==> src/rtl/issue_ctrl.sv <==
// rtl/issue_ctrl.sv - one-entry issue holding register with register/memory scoreboard.
// Optional stall counter enabled by defining ISSUE_CTRL_PERF_EN.
module issue_ctrl (
  input  logic        clk,
  input  logic        rst_n,
  input  logic        in_valid,
  output logic        in_ready,
  input  logic [4:0]  in_rd,
  input  logic [4:0]  in_rs1,
  input  logic [4:0]  in_rs2,
  input  logic        in_uses_rs2,
  input  logic        in_reg_write,
  input  logic        in_load_store,
  output logic        out_valid,
  input  logic        out_ready,
  output logic [4:0]  out_rd,
  output logic [4:0]  out_rs1,
  output logic [4:0]  out_rs2,
  output logic        out_reg_write,
  output logic        out_load_store,
  input  logic        wb_valid,
  input  logic [4:0]  wb_rd,
  input  logic        mem_done,
  input  logic        flush,
  output logic [31:0] busy_vec,
  output logic        mem_busy,
  output logic [15:0] stall_cycles
);

  typedef enum logic {
    EMPTY = 1'b0,
    FULL  = 1'b1
  } state_t;

  state_t      state;
  state_t      state_nxt;
  logic        held_uses_rs2;
  logic [31:0] wb_clr;
  logic [31:0] issue_set;
  logic [31:0] eff_busy;
  logic [31:0] busy_nxt;
  logic        eff_mem_busy;
  logic        mem_busy_nxt;
  logic        hazard;
  logic        issue;
  logic        capture;

  // Writeback and mem_done are bypassed so a waiting entry can issue in the retire cycle.
  always_comb begin
    wb_clr       = wb_valid ? (32'h1 << wb_rd) : 32'h0;
    eff_busy     = busy_vec & ~wb_clr;
    eff_mem_busy = mem_busy & ~mem_done;
    hazard       = eff_busy[out_rs1]
                 | (held_uses_rs2 & eff_busy[out_rs2])
                 | (out_reg_write & eff_busy[out_rd])
                 | (out_load_store & eff_mem_busy);
  end

  always_comb begin
    out_valid = (state == FULL) & ~hazard & ~flush;
    issue     = out_valid & out_ready;
    in_ready  = rst_n & ~flush & ((state == EMPTY) | issue);
    capture   = in_valid & in_ready;
  end

  always_comb begin
    state_nxt = state;
    if (flush) begin
      state_nxt = EMPTY;
    end else if (capture) begin
      state_nxt = FULL;
    end else if (issue) begin
      state_nxt = EMPTY;
    end
  end

  always_ff @(posedge clk or negedge rst_n) begin
    if (!rst_n) begin
      state <= EMPTY;
    end else begin
      state <= state_nxt;
    end
  end

  always_ff @(posedge clk or negedge rst_n) begin
    if (!rst_n) begin
      out_rd         <= 5'd0;
      out_rs1        <= 5'd0;
      out_rs2        <= 5'd0;
      held_uses_rs2  <= 1'b0;
      out_reg_write  <= 1'b0;
      out_load_store <= 1'b0;
    end else if (capture) begin
      out_rd         <= in_rd;
      out_rs1        <= in_rs1;
      out_rs2        <= in_rs2;
      held_uses_rs2  <= in_uses_rs2;
      out_reg_write  <= in_reg_write;
      out_load_store <= in_load_store;
    end
  end

  // Set is applied after clear so an issue colliding with a retire keeps the bit; x0 is never tracked.
  always_comb begin
    issue_set    = (issue & out_reg_write & (out_rd != 5'd0)) ? (32'h1 << out_rd) : 32'h0;
    busy_nxt     = ((busy_vec & ~wb_clr) | issue_set) & 32'hFFFF_FFFE;
    mem_busy_nxt = eff_mem_busy | (issue & out_load_store);
  end

  always_ff @(posedge clk or negedge rst_n) begin
    if (!rst_n) begin
      busy_vec <= 32'h0;
      mem_busy <= 1'b0;
    end else begin
      busy_vec <= busy_nxt;
      mem_busy <= mem_busy_nxt;
    end
  end

`ifdef ISSUE_CTRL_PERF_EN
  logic [15:0] stall_q;

  always_ff @(posedge clk or negedge rst_n) begin
    if (!rst_n) begin
      stall_q <= 16'h0000;
    end else if ((state == FULL) && !flush && !issue && (stall_q != 16'hFFFF)) begin
      stall_q <= stall_q + 16'd1;
    end
  end

  assign stall_cycles = stall_q;
`else
  assign stall_cycles = 16'h0000;
`endif

endmodule
==> config.mk <==
export PLATFORM = sky130hd
export DESIGN_NAME = issue_ctrl
export DESIGN_NICKNAME = d
export VERILOG_FILES = /design/src/rtl/issue_ctrl.sv
export SDC_FILE = /design/constraint.sdc
export NUM_CORES = 1
export LEC_CHECK = 0
export ABC_AREA = 1
export CORE_MARGIN = 2
export CORE_UTILIZATION = 45
export DETAILED_ROUTE_END_ITERATION = 8
export GPL_TIMING_DRIVEN = 0
export PLACE_DENSITY_LB_ADDON = 0.2
export SLEW_MARGIN = 30
export SYNTH_ARGS = -nofsm -noshare
export SYNTH_HDL_FRONTEND = slang
export SYNTH_SLANG_ARGS = --single-unit
==> constraint.sdc <==
create_clock -name clk -period 2.26 [get_ports clk]
set_input_delay 0.339 -clock clk [delete_from_list [all_inputs] [get_ports clk]]
set_output_delay 0.339 -clock clk [all_outputs]
set_load 0.1 [all_outputs]
Word-level counts from Yosys, hierarchy flattened
Index checks and enable logic that the tools add are counted.

Divide/modulo/power cells: 0. Bitwise operators: 25. Shift-type cells: 2. Multiplexer cells: 11. Order comparisons: 3. Reductions and logical operators: 2. $mul: 0. Add/sub/neg operators: 0. Equal/unequal tests: 0.

Operators with widths (number): $mux 32 (2); $shl 1x5->32 const A (2); $and 32x32->32 (1); $not 32->32 (1); $or 32x32->32 (1); $lt 5x6->1 const B (3); $bmux 1 s5 (3); $and 1x1->1 (13); $mux 1 (6); $or 1x1->1 (5); $reduce_bool 5->1 (1); $not 1->1 (4); $reduce_bool 3->1 (1).

ROM bits: 0. Bits in latches: 0. Input port bits: 30. Word-level logic and storage cells: 52. Bits in registers: 51. Output and inout port bits: 68. Memories: 0. RAM bits: 0.

Longest topological paths before layout
Gate-level depths: netlist of the first run.

Depth in word-level cells: 19. Mapped depth: 19. Gate-level depth less buffers: 18.

Worst setup path after synthesis of the first run
No wires, ideal clock.

Path type: register -> output. Start point: reg out_rs2[0]. End point: out in_ready. Stages on the path, launching flop included: 13. Path slack: -2.466 ns. Data arrival time: 4.387 ns. Cell sequence: dfrtp_1 -> buf_2 -> inv_1 -> buf_1 -> nand3_1 -> nand3_1 -> nand3_1 -> nand3_1 -> nand2_1 -> nand2_1 -> nand3_1 -> nand4_1 -> a21boi_0.

Longest elaborated chain between the ends: 12.

Ends and longest elaborated chain: start: declaration (line 18) `output logic [4:0] out_rs2,`; start signal: assignment (line 96) `out_rs2 <= in_rs2;`; $bmux 1 s5 (line 54) `| (held_uses_rs2 & eff_busy[out_rs2])`; $mux 1 (implied by the code) (line 54); $and 1x1->1 (line 54); $or 1x1->1 (line 54); $or 1x1->1 (line 55) `| (out_reg_write & eff_busy[out_rd])`; $or 1x1->1 (line 56) `| (out_load_store & eff_mem_busy);`; $not 1->1 (line 60) `out_valid = (state == FULL) & ~hazard & ~flush;`; $and 1x1->1 (2 in a row) (line 60); $and 1x1->1 (line 61) `issue = out_valid & out_ready;`; $or 1x1->1 (line 62) `in_ready = rst_n & ~flush & ((state == EMPTY) | issue);`; $and 1x1->1 (line 62); end: declaration (line 7) `output logic in_ready,`.

No other way between the ends. The select of a mux whose other input is x is not followed.

Final worst setup path of the first run
Start point: reg out_rd[1]. End point: out in_ready.

Longest elaborated chain between the ends: 11.

Ends and longest elaborated chain: start: declaration (line 16) `output logic [4:0] out_rd,`; start signal: assignment (line 94) `out_rd <= in_rd;`; $bmux 1 s5 (line 55); $mux 1 (implied by the code) (line 55); $and 1x1->1 (line 55); $or 1x1->1 (line 55); $or 1x1->1 (line 56); $not 1->1 (line 60); $and 1x1->1 (2 in a row) (line 60); $and 1x1->1 (line 61); $or 1x1->1 (line 62); $and 1x1->1 (line 62).

No other way between the ends. The select of a mux whose other input is x is not followed.

==> results of run 1 <==
[metal layers]
metal	wire length [um]	part of all wire	GRT usage
met5	0	0	0
met4	662	0.042	0.138
met3	1620	0.10	0.0694
met2	7640	0.48	0.597
met1	5980	0.38	0.447
[flip-flops by register name (all words and copies together) (netlist names)]
register        cells
busy_vec           31
out_rs1             5
out_rd              5
state               1
out_load_store      1
held_uses_rs2       1
out_reg_write       1
mem_busy            1
out_rs2             5
[final cells by class]
cell class / count / area (sq um) / share of cell area
Clock inverter: 1 / 30.0 / 0.00502
Buffer: 43 / 389 / 0.0651
Clock buffer: 7 / 76.3 / 0.0128
Sequential cell: 51 / 1350 / 0.225
Timing Repair Buffer: 144 / 1420 / 0.237
Inverter: 35 / 165 / 0.0276
Multi-Input combinational cell: 458 / 2420 / 0.405
Tap cell: 105 / 131 / 0.0220
[cell usage in the layout (no fill, tap or decap), types with 2 or more instances in the layout]
cell	count
clkinvlp_4	3
nand2_2	31
buf_2	4
o21ai_2	15
dlymetal6s2s_1	4
clkbuf_1	7
clkbuf_8	5
o21ai_0	7
buf_4	66
nor2_1	41
conb_1	17
buf_12	5
o21ai_1	14
a21oi_1	10
nand4_1	26
clkinv_1	2
nand2_1	171
dfrtp_4	7
dfrtp_2	35
buf_8	6
nor2_2	9
nand3_4	4
nand3b_1	2
inv_4	4
buf_16	2
clkdlybuf4s50_1	59
inv_2	6
nor2_4	10
dfrtp_1	9
nand3_2	22
dlygate4sd2_1	7
nand3_1	71
buf_6	25
inv_1	18
nand2_4	4
[cells in the mapped netlist (2+ instances only)]
cell and n:
inv_1 30, buf_2 8, clkbuf_1 8, nor2_4 2
nand3_2 3, nor2_1 53, o21ai_2 11, nor2_2 5
nand4_1 26, a21boi_0 2, a21oi_1 11, buf_1 3
dfrtp_1 51, clkinv_1 4, nand3_1 94, o21ai_0 24
nand3b_1 2, nand2_1 205, buf_4 20, buf_6 4
[stage by stage]
stage                     utilization  power (mW)  cell area, sq um  cells  setup slack (ns)
final                           0.739        4.26              5980    844            -0.483
after global routing            0.739        4.41              5980    844            -0.564
after CTS                       0.706        4.05              5710    835            -0.380
after detailed placement        0.601        3.15              4860    771             -1.84
after global placement          0.598        3.13              4840    770             -2.66
after floorplan                     -        2.59              3930    587            -0.370
[kinds of logic (layout without fill, tap and decap cells)]
family / Yosys count / count (layout) / share of synthesized area
other: 1 / 17 / 0.00102
DFF: 51 / 51 / 0.346
buffers and inverters: 78 / 230 / 0.110
and+or+nand+nor: 391 / 391 / 0.462
AOI/OAI and AO/OA: 50 / 50 / 0.0810
[how the worst max path moves through the flow]
stage	end	slack (ns)	depth (start not counted)
after floorplan	in_ready	-0.37	13
after global placement	in_ready	-2.66	6
after detailed placement	in_ready	-1.84	17
after CTS	in_ready	-0.38	11
after global routing	in_ready	-0.56	17
final	in_ready	-0.48	12
[power by group]
| group | total [mW] | internal, mW | switching [mW] |
|---|---|---|---|
| sequential | 1.15 | 1.02 | 0.132 |
| clock | 0.667 | 0.333 | 0.334 |
| combinational | 2.44 | 0.747 | 1.70 |
[what timing repair did]
action,in CTS,in global routing
hold buffers,1,0
setup endpoints to repair,59,57
gates resized for setup,133,73
pin swaps,23,20
setup buffers,53,9
endpoints found under the hold margin,1,0
gates cloned,4,1
==> load_flow_metrics.sql, run 1 <==
INSERT INTO impl_metrics (metric_group, metric, value, unit) VALUES
('setup_path', 'startpoint_type', 'flip-flop', ''),
('logic_synthesis', 'synth_cell_types', '25', ''),
('global_routing', 'grt_first_pass_wirelength', '23.9', 'mm'),
('floorplanning', 'die_width', '94.6', 'um'),
('sta', 'hold-worst-slack', '-0.00212', 'ns'),
('cts', 'clkSinkCount', '51', ''),
('global_routing', 'total_global_routing_track_utilization', '0.354', ''),
('setup_path', 'worstReg2RegStart', 'out_rd[1]$_DFFE_PN0P_', ''),
('sta', 'setup_total_negative_slack', '-8.51', 'ns'),
('setup_path', 'critical_path.reg2reg.endpoint', 'out_rd[4]$_DFFE_PN0P_', ''),
('sta', 'worst_clock_skew', '0.0142', 'ns'),
('logic_synthesis', 'synth_register_bits', '51', ''),
('setup_path', 'crit_path_start', 'out_rd[1]$_DFFE_PN0P_', ''),
('sta', 'fin_crit', '2.74', 'ns'),
('global_routing', 'congestion_overflow_gr', '0', ''),
('setup_path', 'worst-r2r-setup-slack', '-0.24', 'ns'),
('sta', 'finalHoldViolations', '4', ''),
('route', 'routed_wire_length_per_instance', '18.8', 'um'),
('cts', 'clkSlewWorstSetupHoldPaths', '0.10', 'ns'),
('layout', 'antenna-diode-count', '0', ''),
('route', 'post-route-drc-count', '0', ''),
('worst_hold_path', 'timing.hold.worst.class', 'in2async', ''),
('logic_synthesis', 'synth-async-reset-ratio', '1.00', ''),
('logic_synthesis', 'synth-edff-count', '0', ''),
('logic_synthesis', 'synth.top_cell.area_share', '0.346', ''),
('cts', 'cts_max_path_buffers', '2', ''),
('logic_synthesis', 'synth-warning-count', '0', ''),
('route', 'drt-vias-per-instance', '5.63', ''),
('setup_path', 'most_frequent_cell_on_the_critical_path', 'nand2_2', ''),
('route', 'detailed_router_iteration_count_before_antenna_repair', '5', ''),
('floorplanning', 'fp.dieArea', '8950', 'sq um'),
('setup_path', 'data_arrival_time_of_the_worst_path', '2.40', 'ns'),
('cts', 'clock_tree_from_tritoncts', 'yes', ''),
('logic_synthesis', 'ys_seq_area_frac', '0.346', ''),
('layout', 'layout-area-overhead-vs-synth', '61.9', '%'),
('power_and_ir_drop', 'power.ir.vdd_worst', '0.668', 'mV'),
('logic_synthesis', 'synth.top_cells.by_area', 'dfrtp_1, nand2_1, nand3_1, nor2_1, nand4_1', ''),
('setup_path', 'path_cells', 'nor2_4 -> nand2_1 -> nand2_2 -> nor2_1 -> nand2_1 -> nand3_2 -> nand2_2 -> nand2_2 -> nand3_2 -> nand4_1 -> a21boi_4 -> buf_12', ''),
('floorplanning', 'die-height', '94.6', 'um'),
('power_and_ir_drop', 'power.density_cell_area', '712', 'nW/um^2'),
('route', 'drtAntennaViolNets', '0', ''),
('setup_path', 'crit_end_category', 'output port', ''),
('cts', 'clockRootBuffer', 'clkbuf_8', ''),
('placement', 'buffer_ports.inserted', '78', ''),
('placement', 'hpwlAfterDp', '10.8', 'mm'),
('outcome', 'failed_checks', 'negative hold slack, negative setup slack', ''),
('floorplanning', 'ios', '98', ''),
('route', 'first_iter_violations', '511', ''),
('layout', 'fraction_of_layout_instances_using_a_drive_strength_above_1', '0.367', ''),
('floorplanning', 'floorplan.initialDensity', '0.456', ''),
('setup_path', 'critical_path_required', '1.92', 'ns'),
('outcome', 'status', 'complete, but fails checks', ''),
('setup_path', 'timing.critical_path.max_delay_family', 'simple AND/OR/NAND/NOR gates', ''),
('logic_synthesis', 'postSynthAreaPerCell', '6.47', 'sq um'),
('sta', 'finalWorstSetupSlack', '-0.483', 'ns'),
('logic_synthesis', 'post_synth_instance_area', '3690', 'sq um'),
('setup_path', 'critical-path-max-stage-delay', '0.55', 'ns'),
('layout', 'n_fill_cell', '652', ''),
('route', 'wirelength', '15.9', 'mm'),
('cts', 'cts_buffers', '5', ''),
('global_routing', 'grt_antenna_before_repair', '0', ''),
('sta', 'max_freq', '0.365', 'GHz'),
('floorplanning', 'number_of_cell_rows', '33', ''),
('setup_path', 'path_buf_inv', '1', ''),
('setup_path', 'critPathSlowestCell', 'dfrtp_4', ''),
('setup_path', 'worst_r2r_path_depth', '16', ''),
('run', 'maxCapViolations', '0', ''),
('global_routing', 'grt_pass1_vias', '4567', ''),
('sta', 'timing_max_transition_violations_final', '0', ''),
('sta', 'finalSetupViolCount', '52', ''),
('setup_path', 'critical_path_maximum_fanout', '8', '');
Note: power is estimated with default switching activity, not from simulation.
==> run 2: changes to the inputs <==
- ABC_AREA: 1 -> unset
- SKIP_CTS_REPAIR_TIMING: unset -> 1
==> load_flow_metrics.sql, run 2 <==
INSERT INTO impl_metrics (metric_group, metric, value, unit) VALUES
('outcome', 'status', 'complete, but fails checks', ''),
('outcome', 'failed_checks', 'negative setup slack', ''),
('sta', 'finalSetupViolCount', '53', ''),
('power_and_ir_drop', 'design_power_total', '5.41', 'mW'),
('logic_synthesis', 'ys_seq_area_frac', '0.293', ''),
('setup_path', 'critPathSlowestCell', 'dfrtp_4', ''),
('layout', 'layout.cells.most_common', 'clkdlybuf4s50_1', ''),
('setup_path', 'path_buf_inv', '3', ''),
('route', 'drt-vias-per-instance', '6.67', ''),
('layout', 'final_cell_area', '6290', 'sq um'),
('logic_synthesis', 'most_used_flip_flop_cell_after_synthesis', 'dfrtp_1', ''),
('global_routing', 'grt_start_max_net_pins', '31', ''),
('floorplanning', 'fp.dieArea', '10500', 'sq um'),
('logic_synthesis', 'post_synth_most_frequent_cells', 'dfrtp_1, nand2_1, o31ai_1, a21oi_1, clkbuf_1', ''),
('floorplanning', 'die-height', '102', 'um'),
('setup_path', 'critical_path.reg2reg.endpoint', 'busy_vec[4]$_DFF_PN0_', ''),
('route', 'drtAntennaViolNets', '0', ''),
('layout', 'antenna-diode-count', '0', ''),
('power_and_ir_drop', 'cell_internal_pwr', '2.43', 'mW'),
('worst_hold_path', 'holdPathStages', '4', ''),
('route', 'via_count', '5038', ''),
('setup_path', 'worst-r2r-setup-slack', '-0.75', 'ns'),
('layout', 'largest_register', 'busy_vec', ''),
('power_and_ir_drop', 'share_comb_of_total_power', '0.648', ''),
('route', 'post-route-drc-count', '0', ''),
('sta', 'max_freq', '0.308', 'GHz'),
('floorplanning', 'ios', '98', ''),
('cts', 'cts_max_path_buffers', '2', ''),
('setup_path', 'crit_end_category', 'output port', ''),
('logic_synthesis', 'synth.top_cell.area_share', '0.293', ''),
('worst_hold_path', 'hold_wc_startpoint', 'wb_valid', ''),
('power_and_ir_drop', 'power.ir.vdd_worst', '0.690', 'mV'),
('setup_path', 'critical_path_maximum_fanout', '8', ''),
('sta', 'finalHoldViolations', '0', ''),
('global_routing', 'grt_first_pass_wirelength', '26.3', 'mm'),
('worst_hold_path', 'worst_hold_path.endpoint', 'busy_vec[17]$_DFF_PN0_', ''),
('power_and_ir_drop', 'p_leak', '2.60', 'nW'),
('logic_synthesis', 'synth-async-reset-ratio', '1.00', ''),
('floorplanning', 'number_of_cell_rows', '35', ''),
('global_routing', 'grt_pass1_vias', '4583', ''),
('layout', 'num-nets-final', '655', ''),
('sta', 'timing_max_transition_violations_final', '0', ''),
('cts', 'clkSlewWorstSetupHoldPaths', '0.11', 'ns'),
('setup_path', 'startpoint_type', 'flip-flop', ''),
('placement', 'routabilityCongestion', '0.945', ''),
('layout', 'largest_register_ff_count', '31', ''),
('setup_path', 'data_arrival_time_of_the_worst_path', '2.91', 'ns'),
('setup_path', 'critical-path-max-stage-delay', '0.51', 'ns'),
('global_routing', 'total_global_routing_track_utilization', '0.333', ''),
('cts', 'clock_tree_from_tritoncts', 'yes', ''),
('sta', 'worstMarginPinSlew', '0.982', 'ns'),
('layout', 'layoutNonFillerInstCount', '755', ''),
('setup_path', 'critical_path_required', '1.92', 'ns'),
('sta', 'finalWorstSetupSlack', '-0.990', 'ns'),
('logic_synthesis', 'post_synth_inst_count', '505', ''),
('placement', 'placed_cell_count', '730', ''),
('placement', 'buffer_ports.inserted', '79', ''),
('floorplanning', 'die_width', '102', 'um'),
('global_routing', 'congestion_overflow_gr', '0', ''),
('route', 'wirelength', '18.0', 'mm'),
('logic_synthesis', 'most_area_hungry_cell_type_in_the_yosys_netlist', 'dfrtp_1', ''),
('route', 'routed_wire_length_per_instance', '23.9', 'um'),
('power_and_ir_drop', 'seqPwrFrac', '0.240', ''),
('floorplanning', 'coreArea', '9330', 'sq um'),
('placement', 'post-place-ws', '-2.41', 'ns'),
('route', 'first_iter_violations', '453', ''),
('setup_path', 'path_cells', 'buf_12 -> xor2_4 -> o311ai_2 -> o311ai_2 -> o211ai_1 -> a21oi_2 -> and4bb_4 -> buf_6 -> a21bo_4 -> and2_4 -> buf_12', ''),
('logic_synthesis', 'post_synth_instance_area', '4360', 'sq um'),
('sta', 'rsz0062_at_grt', 'true', ''),
('worst_hold_path', 'timing.hold.worst.class', 'in2reg', ''),
('cts', 'cts_buffers', '5', ''),
('sta', 'fin_crit', '3.25', 'ns'),
('power_and_ir_drop', 'power.clock.fraction', '0.112', ''),
('setup_path', 'worstReg2RegStart', 'out_rd[1]$_DFFE_PN0P_', ''),
('logic_synthesis', 'synth_register_bits', '51', ''),
('logic_synthesis', 'synth-edff-count', '0', ''),
('sta', 'post-route-period-util', '1.44', ''),
('sta', 'slew-limit-headroom', '0.345', ''),
('cts', 'htreeDepth', '2', ''),
('logic_synthesis', 'synth.top_cells.by_area', 'dfrtp_1, o31ai_1, nand2_1, a21oi_1, buf_4', ''),
('route', 'detailed_router_iteration_count_before_antenna_repair', '5', ''),
('logic_synthesis', 'postSynthAreaPerCell', '8.64', 'sq um'),
('setup_path', 'timing.critical_path.max_delay_family', 'compound AO/OA/AOI/OAI gates', ''),
('layout', 'layout.core_utilization', '0.675', ''),
('power_and_ir_drop', 'power.density_cell_area', '860', 'nW/um^2'),
('sta', 'worst_clock_skew', '0.0192', 'ns'),
('logic_synthesis', 'synth-warning-count', '0', ''),
('setup_path', 'path_class', 'reg2out', ''),
('layout', 'layout.cells.most_common_list', 'clkdlybuf4s50_1, nand2_1, buf_4', ''),
('layout', 'layout-area-overhead-vs-synth', '44.3', '%'),
('cts', 'clkSinkCount', '51', ''),
('placement', 'hpwlAfterDp', '12.9', 'mm'),
('setup_path', 'worst_r2r_path_depth', '11', ''),
('power_and_ir_drop', 'power_switching', '2.98', 'mW'),
('logic_synthesis', 'synth.most_common_cell', 'dfrtp_1', ''),
('placement', 'detailed_place.area', '5580', 'sq um'),
('logic_synthesis', 'synth_cell_types', '73', ''),
('floorplanning', 'floorplan.initialDensity', '0.468', ''),
('layout', 'fraction_of_layout_instances_using_a_drive_strength_above_1', '0.331', ''),
('cts', 'clockRootBuffer', 'clkbuf_8', ''),
('run', 'maxCapViolations', '0', ''),
('cts', 'clock_latency_reported_for_the_late_side_of_the_worst_skew_pair', '0.32', 'ns'),
('power_and_ir_drop', 'power.switching_fraction', '0.551', ''),
('global_routing', 'grt_antenna_before_repair', '0', '');
-- run 2: changes by cell type after synthesis, sizes merged, moves of 20 or more --
cell | before | now
a21oi | 11 | 32
clkbuf | 8 | 28
inv | 31 | 10
nand2 | 206 | 46
and3 | 0 | 20
nand3 | 97 | 28
o31ai | 0 | 35
nand4 | 26 | 4
nor2 | 60 | 10
o211ai | 1 | 27
-- run 2: worst min-delay path, cell delays in order --
cell and delay (ns):
clkbuf_2 0.16, nand2b_1 0.10, o21ai_1 0.13, o31ai_2 0.09
-- run 2: area by class of cell --
| type | count | area [sq um] |
|---|---|---|
| inverter | 10 | 41.3 |
| sequential | 51 | 1350 |
| multi-input combinational | 394 | 3060 |
| buffer | 65 | 523 |
| fill | 768 | 3030 |
| timing repair buffer | 98 | 1060 |
| tap | 129 | 161 |
| clock buffer | 6 | 82.6 |
| clock inverter | 2 | 16.3 |
-- run 2: worst max path at each step --
stage	from	endpoint	cells past startpoint
floorplan	out_rs1[0]$_DFFE_PN0P_	in_ready	10
global placement	rst_n	in_ready	6
detailed placement	wb_rd[3]	in_ready	12
CTS	wb_rd[0]	out_valid	11
global route	out_rd[1]$_DFFE_PN0P_	in_ready	11
finish	out_rd[1]$_DFFE_PN0P_	in_ready	11
-- run 2: power by group through the flow --
stage	clock, mW	sequential [mW]	combinational [mW]
floorplan	0	2.19	1.29
global placement	0	1.29	3.04
detailed placement	0	1.30	3.06
CTS	0.605	1.28	3.07
global route	0.641	1.32	3.60
finish	0.608	1.30	3.51
-- run 2: layer usage --
layer | wire (um) | track usage | part of all wire
met1 | 6940 | 0.452 | 0.39
met2 | 8600 | 0.535 | 0.48
met3 | 1730 | 0.0520 | 0.096
met4 | 739 | 0.124 | 0.041
met5 | 0 | 0 | 0
-- run 2: per-stage QoR --
step / setup TNS (ns) / hold WS (ns)
5_1_grt: -34.63 / 0.589
2_1_floorplan: -17.29 / 0.0434
3_5_place_dp: -68.81 / 0.269
4_1_cts: -54.11 / -0.0725
6_report: -30.81 / 0.537
3_3_place_gp: -129.43 / 0.543
-- run 2: logic make-up (layout without fill, tap and decap cells) --
family / after synthesis / count (layout) / share of synthesized area
AO/OA/AOI/OAI: 179 / 179 / 0.299
XOR/XNOR: 5 / 5 / 0.0100
buffers and inverters: 76 / 181 / 0.0924
flip-flops: 51 / 51 / 0.293
multiplexers: 19 / 19 / 0.0651
other: 1 / 17 / 0.000860
AND/OR/NAND/NOR: 174 / 174 / 0.240
==> run 3: changes to the inputs <==
- CTS_CLUSTER_SIZE: unset -> 24
- SETUP_SLACK_MARGIN: unset -> 0.4
==> load_flow_metrics.sql, run 3 (synthesized netlist as in run 2, its figures left out) <==
INSERT INTO impl_metrics (metric_group, metric, value, unit) VALUES
('layout', 'fraction_of_layout_instances_using_a_drive_strength_above_1', '0.374', ''),
('layout', 'layout.cells.most_common', 'nand2_1', ''),
('sta', 'setup_total_negative_slack', '-30.47', 'ns'),
('global_routing', 'grt_first_pass_wirelength', '26.3', 'mm'),
('global_routing', 'grt_antenna_before_repair', '0', ''),
('setup_path', 'crit_end_category', 'output port', ''),
('layout', 'largest_register', 'busy_vec', ''),
('sta', 'max_freq', '0.308', 'GHz'),
('cts', 'clkSinkCount', '51', ''),
('floorplanning', 'coreArea', '9330', 'sq um'),
('cts', 'htreeDepth', '2', ''),
('setup_path', 'path_buf_inv', '3', ''),
('sta', 'slew-limit-headroom', '0.342', ''),
('sta', 'post-route-period-util', '1.44', ''),
('cts', 'clkSlewWorstSetupHoldPaths', '0.11', 'ns'),
('setup_path', 'critical_path_required', '1.92', 'ns'),
('floorplanning', 'die-height', '102', 'um'),
('layout', 'layout.cells.most_common_list', 'nand2_1, clkbuf_2, buf_4', ''),
('worst_hold_path', 'timing.hold.worst.class', 'in2reg', ''),
('layout', 'num-nets-final', '655', ''),
('run', 'maxCapViolations', '0', ''),
('floorplanning', 'floorplan.initialDensity', '0.468', ''),
('sta', 'timing_max_transition_violations_final', '0', ''),
('sta', 'rsz0062_at_grt', 'true', ''),
('floorplanning', 'die_width', '102', 'um'),
('power_and_ir_drop', 'power.density_cell_area', '867', 'nW/um^2'),
('floorplanning', 'fp.dieArea', '10500', 'sq um'),
('power_and_ir_drop', 'power.clock.fraction', '0.114', ''),
('power_and_ir_drop', 'design_power_total', '5.33', 'mW'),
('setup_path', 'critical_path_maximum_fanout', '8', ''),
('route', 'drt-vias-per-instance', '6.61', ''),
('global_routing', 'total_global_routing_track_utilization', '0.333', ''),
('power_and_ir_drop', 'power.switching_fraction', '0.560', ''),
('global_routing', 'congestion_overflow_gr', '0', ''),
('placement', 'buffer_ports.inserted', '79', ''),
('power_and_ir_drop', 'share_comb_of_total_power', '0.642', ''),
('power_and_ir_drop', 'cell_internal_pwr', '2.34', 'mW'),
('route', 'routed_wire_length_per_instance', '24.1', 'um'),
('floorplanning', 'number_of_cell_rows', '35', ''),
('setup_path', 'critPathSlowestCell', 'dfrtp_4', ''),
('route', 'drtAntennaViolNets', '0', ''),
('placement', 'placed_cell_count', '730', ''),
('cts', 'cts_max_path_buffers', '2', ''),
('layout', 'antenna-diode-count', '0', ''),
('setup_path', 'critical-path-max-stage-delay', '0.51', 'ns'),
('power_and_ir_drop', 'power_switching', '2.99', 'mW'),
('global_routing', 'grt_start_max_net_pins', '31', ''),
('cts', 'clock_latency_reported_for_the_late_side_of_the_worst_skew_pair', '0.32', 'ns'),
('sta', 'worst_clock_skew', '0.0215', 'ns'),
('sta', 'hold-worst-slack', '0.544', 'ns'),
('route', 'detailed_router_iteration_count_before_antenna_repair', '7', ''),
('setup_path', 'timing.critical_path.max_delay_family', 'compound AO/OA/AOI/OAI gates', ''),
('power_and_ir_drop', 'p_leak', '2.73', 'nW'),
('power_and_ir_drop', 'power.ir.vdd_worst', '0.738', 'mV'),
('route', 'via_count', '4988', ''),
('sta', 'finalWorstSetupSlack', '-0.984', 'ns'),
('setup_path', 'path_cells', 'buf_12 -> xor2_4 -> o311ai_2 -> o311ai_2 -> o211ai_1 -> a21oi_2 -> and4bb_4 -> buf_6 -> a21bo_4 -> and2_4 -> buf_12', ''),
('sta', 'fin_crit', '3.24', 'ns'),
('setup_path', 'startpoint_type', 'flip-flop', ''),
('placement', 'hpwlAfterDp', '12.9', 'mm'),
('layout', 'largest_register_ff_count', '31', ''),
('placement', 'routabilityCongestion', '0.945', ''),
('sta', 'worstMarginPinSlew', '0.985', 'ns'),
('setup_path', 'path_class', 'reg2out', ''),
('sta', 'finalHoldViolations', '0', ''),
('setup_path', 'data_arrival_time_of_the_worst_path', '2.90', 'ns'),
('outcome', 'failed_checks', 'negative setup slack', ''),
('floorplanning', 'ios', '98', ''),
('global_routing', 'grt_pass1_vias', '4583', ''),
('cts', 'clock_tree_from_tritoncts', 'yes', ''),
('layout', 'layoutNonFillerInstCount', '755', ''),
('layout', 'layout-area-overhead-vs-synth', '41.0', '%'),
('setup_path', 'worst-r2r-setup-slack', '-0.73', 'ns'),
('route', 'post-route-drc-count', '0', ''),
('outcome', 'status', 'complete, but fails checks', ''),
('route', 'first_iter_violations', '446', ''),
('power_and_ir_drop', 'seqPwrFrac', '0.244', ''),
('cts', 'clockRootBuffer', 'clkbuf_8', ''),
('cts', 'cts_buffers', '5', ''),
('layout', 'n_fill_cell', '799', ''),
('sta', 'finalSetupViolCount', '53', ''),
('route', 'wirelength', '18.2', 'mm');
run 3: changes by cell type in the layout (fill, tap and decap cells not counted), sizes merged:
cell,delta
clkdlybuf4s50,-28
clkbuf,+29
buf,-1
run 3: worst register-to-register path, cell delays in order (launching register included):
cell and delay [ns]:
dfrtp_4 0.51, buf_12 0.16, xor2_4 0.19, o311ai_2 0.34
o311ai_2 0.15, o211ai_1 0.21, a21oi_2 0.09, and4bb_4 0.37
buf_4 0.12, nand3_2 0.21, buf_6 0.24, o31ai_1 0.27
run 3: path summary, 6_finish.rpt:
path	from	endpoint	cells after the start
max reg2reg	out_rd[1]$_DFFE_PN0P_	busy_vec[4]$_DFF_PN0_	11
min in group asynchronous	rst_n	busy_vec[16]$_DFF_PN0_	3
max in group asynchronous	rst_n	out_rs2[4]$_DFFE_PN0P_	3
max	out_rd[1]$_DFFE_PN0P_	in_ready	11
min	wb_valid	busy_vec[17]$_DFF_PN0_	4
min reg2reg	busy_vec[13]$_DFF_PN0_	busy_vec[13]$_DFF_PN0_	2
run 3: layout make-up:
type | count | area [sq um] | area share
multi-input combinational | 394 | 3060 | 0.497
buffer | 66 | 528 | 0.0859
inverter | 10 | 41.3 | 0.00672
clock inverter | 2 | 16.3 | 0.00265
clock buffer | 6 | 82.6 | 0.0134
sequential | 51 | 1350 | 0.220
tap | 129 | 161 | 0.0263
timing repair buffer | 97 | 908 | 0.148
run 3: routing by layer:
metal,global-route usage,vias to the layer above,part of all wire
met1,0.452,2426,0.38
met2,0.535,365,0.48
met3,0.0520,57,0.10
met5,0,-,0
met4,0.124,0,0.038
li1,-,2140,-
run 3: metrics by stage:
step	cell area, sq um	setup WS [ns]	util
3_5_place_dp	5580	-2.41	0.598
4_1_cts	5680	-2.44	0.609
2_1_floorplan	4610	-0.642	-
6_report	6150	-0.984	0.659
5_1_grt	6150	-1.07	0.659
3_3_place_gp	5560	-2.94	0.596
run 3: power by group through the flow:
stage | sequential (mW) | clock (mW) | combinational (mW)
2_1_floorplan | 2.19 | 0 | 1.29
3_3_place_gp | 1.29 | 0 | 3.04
3_5_place_dp | 1.30 | 0 | 3.06
4_1_cts | 1.28 | 0.605 | 3.07
5_1_grt | 1.32 | 0.642 | 3.51
6_report | 1.30 | 0.605 | 3.42
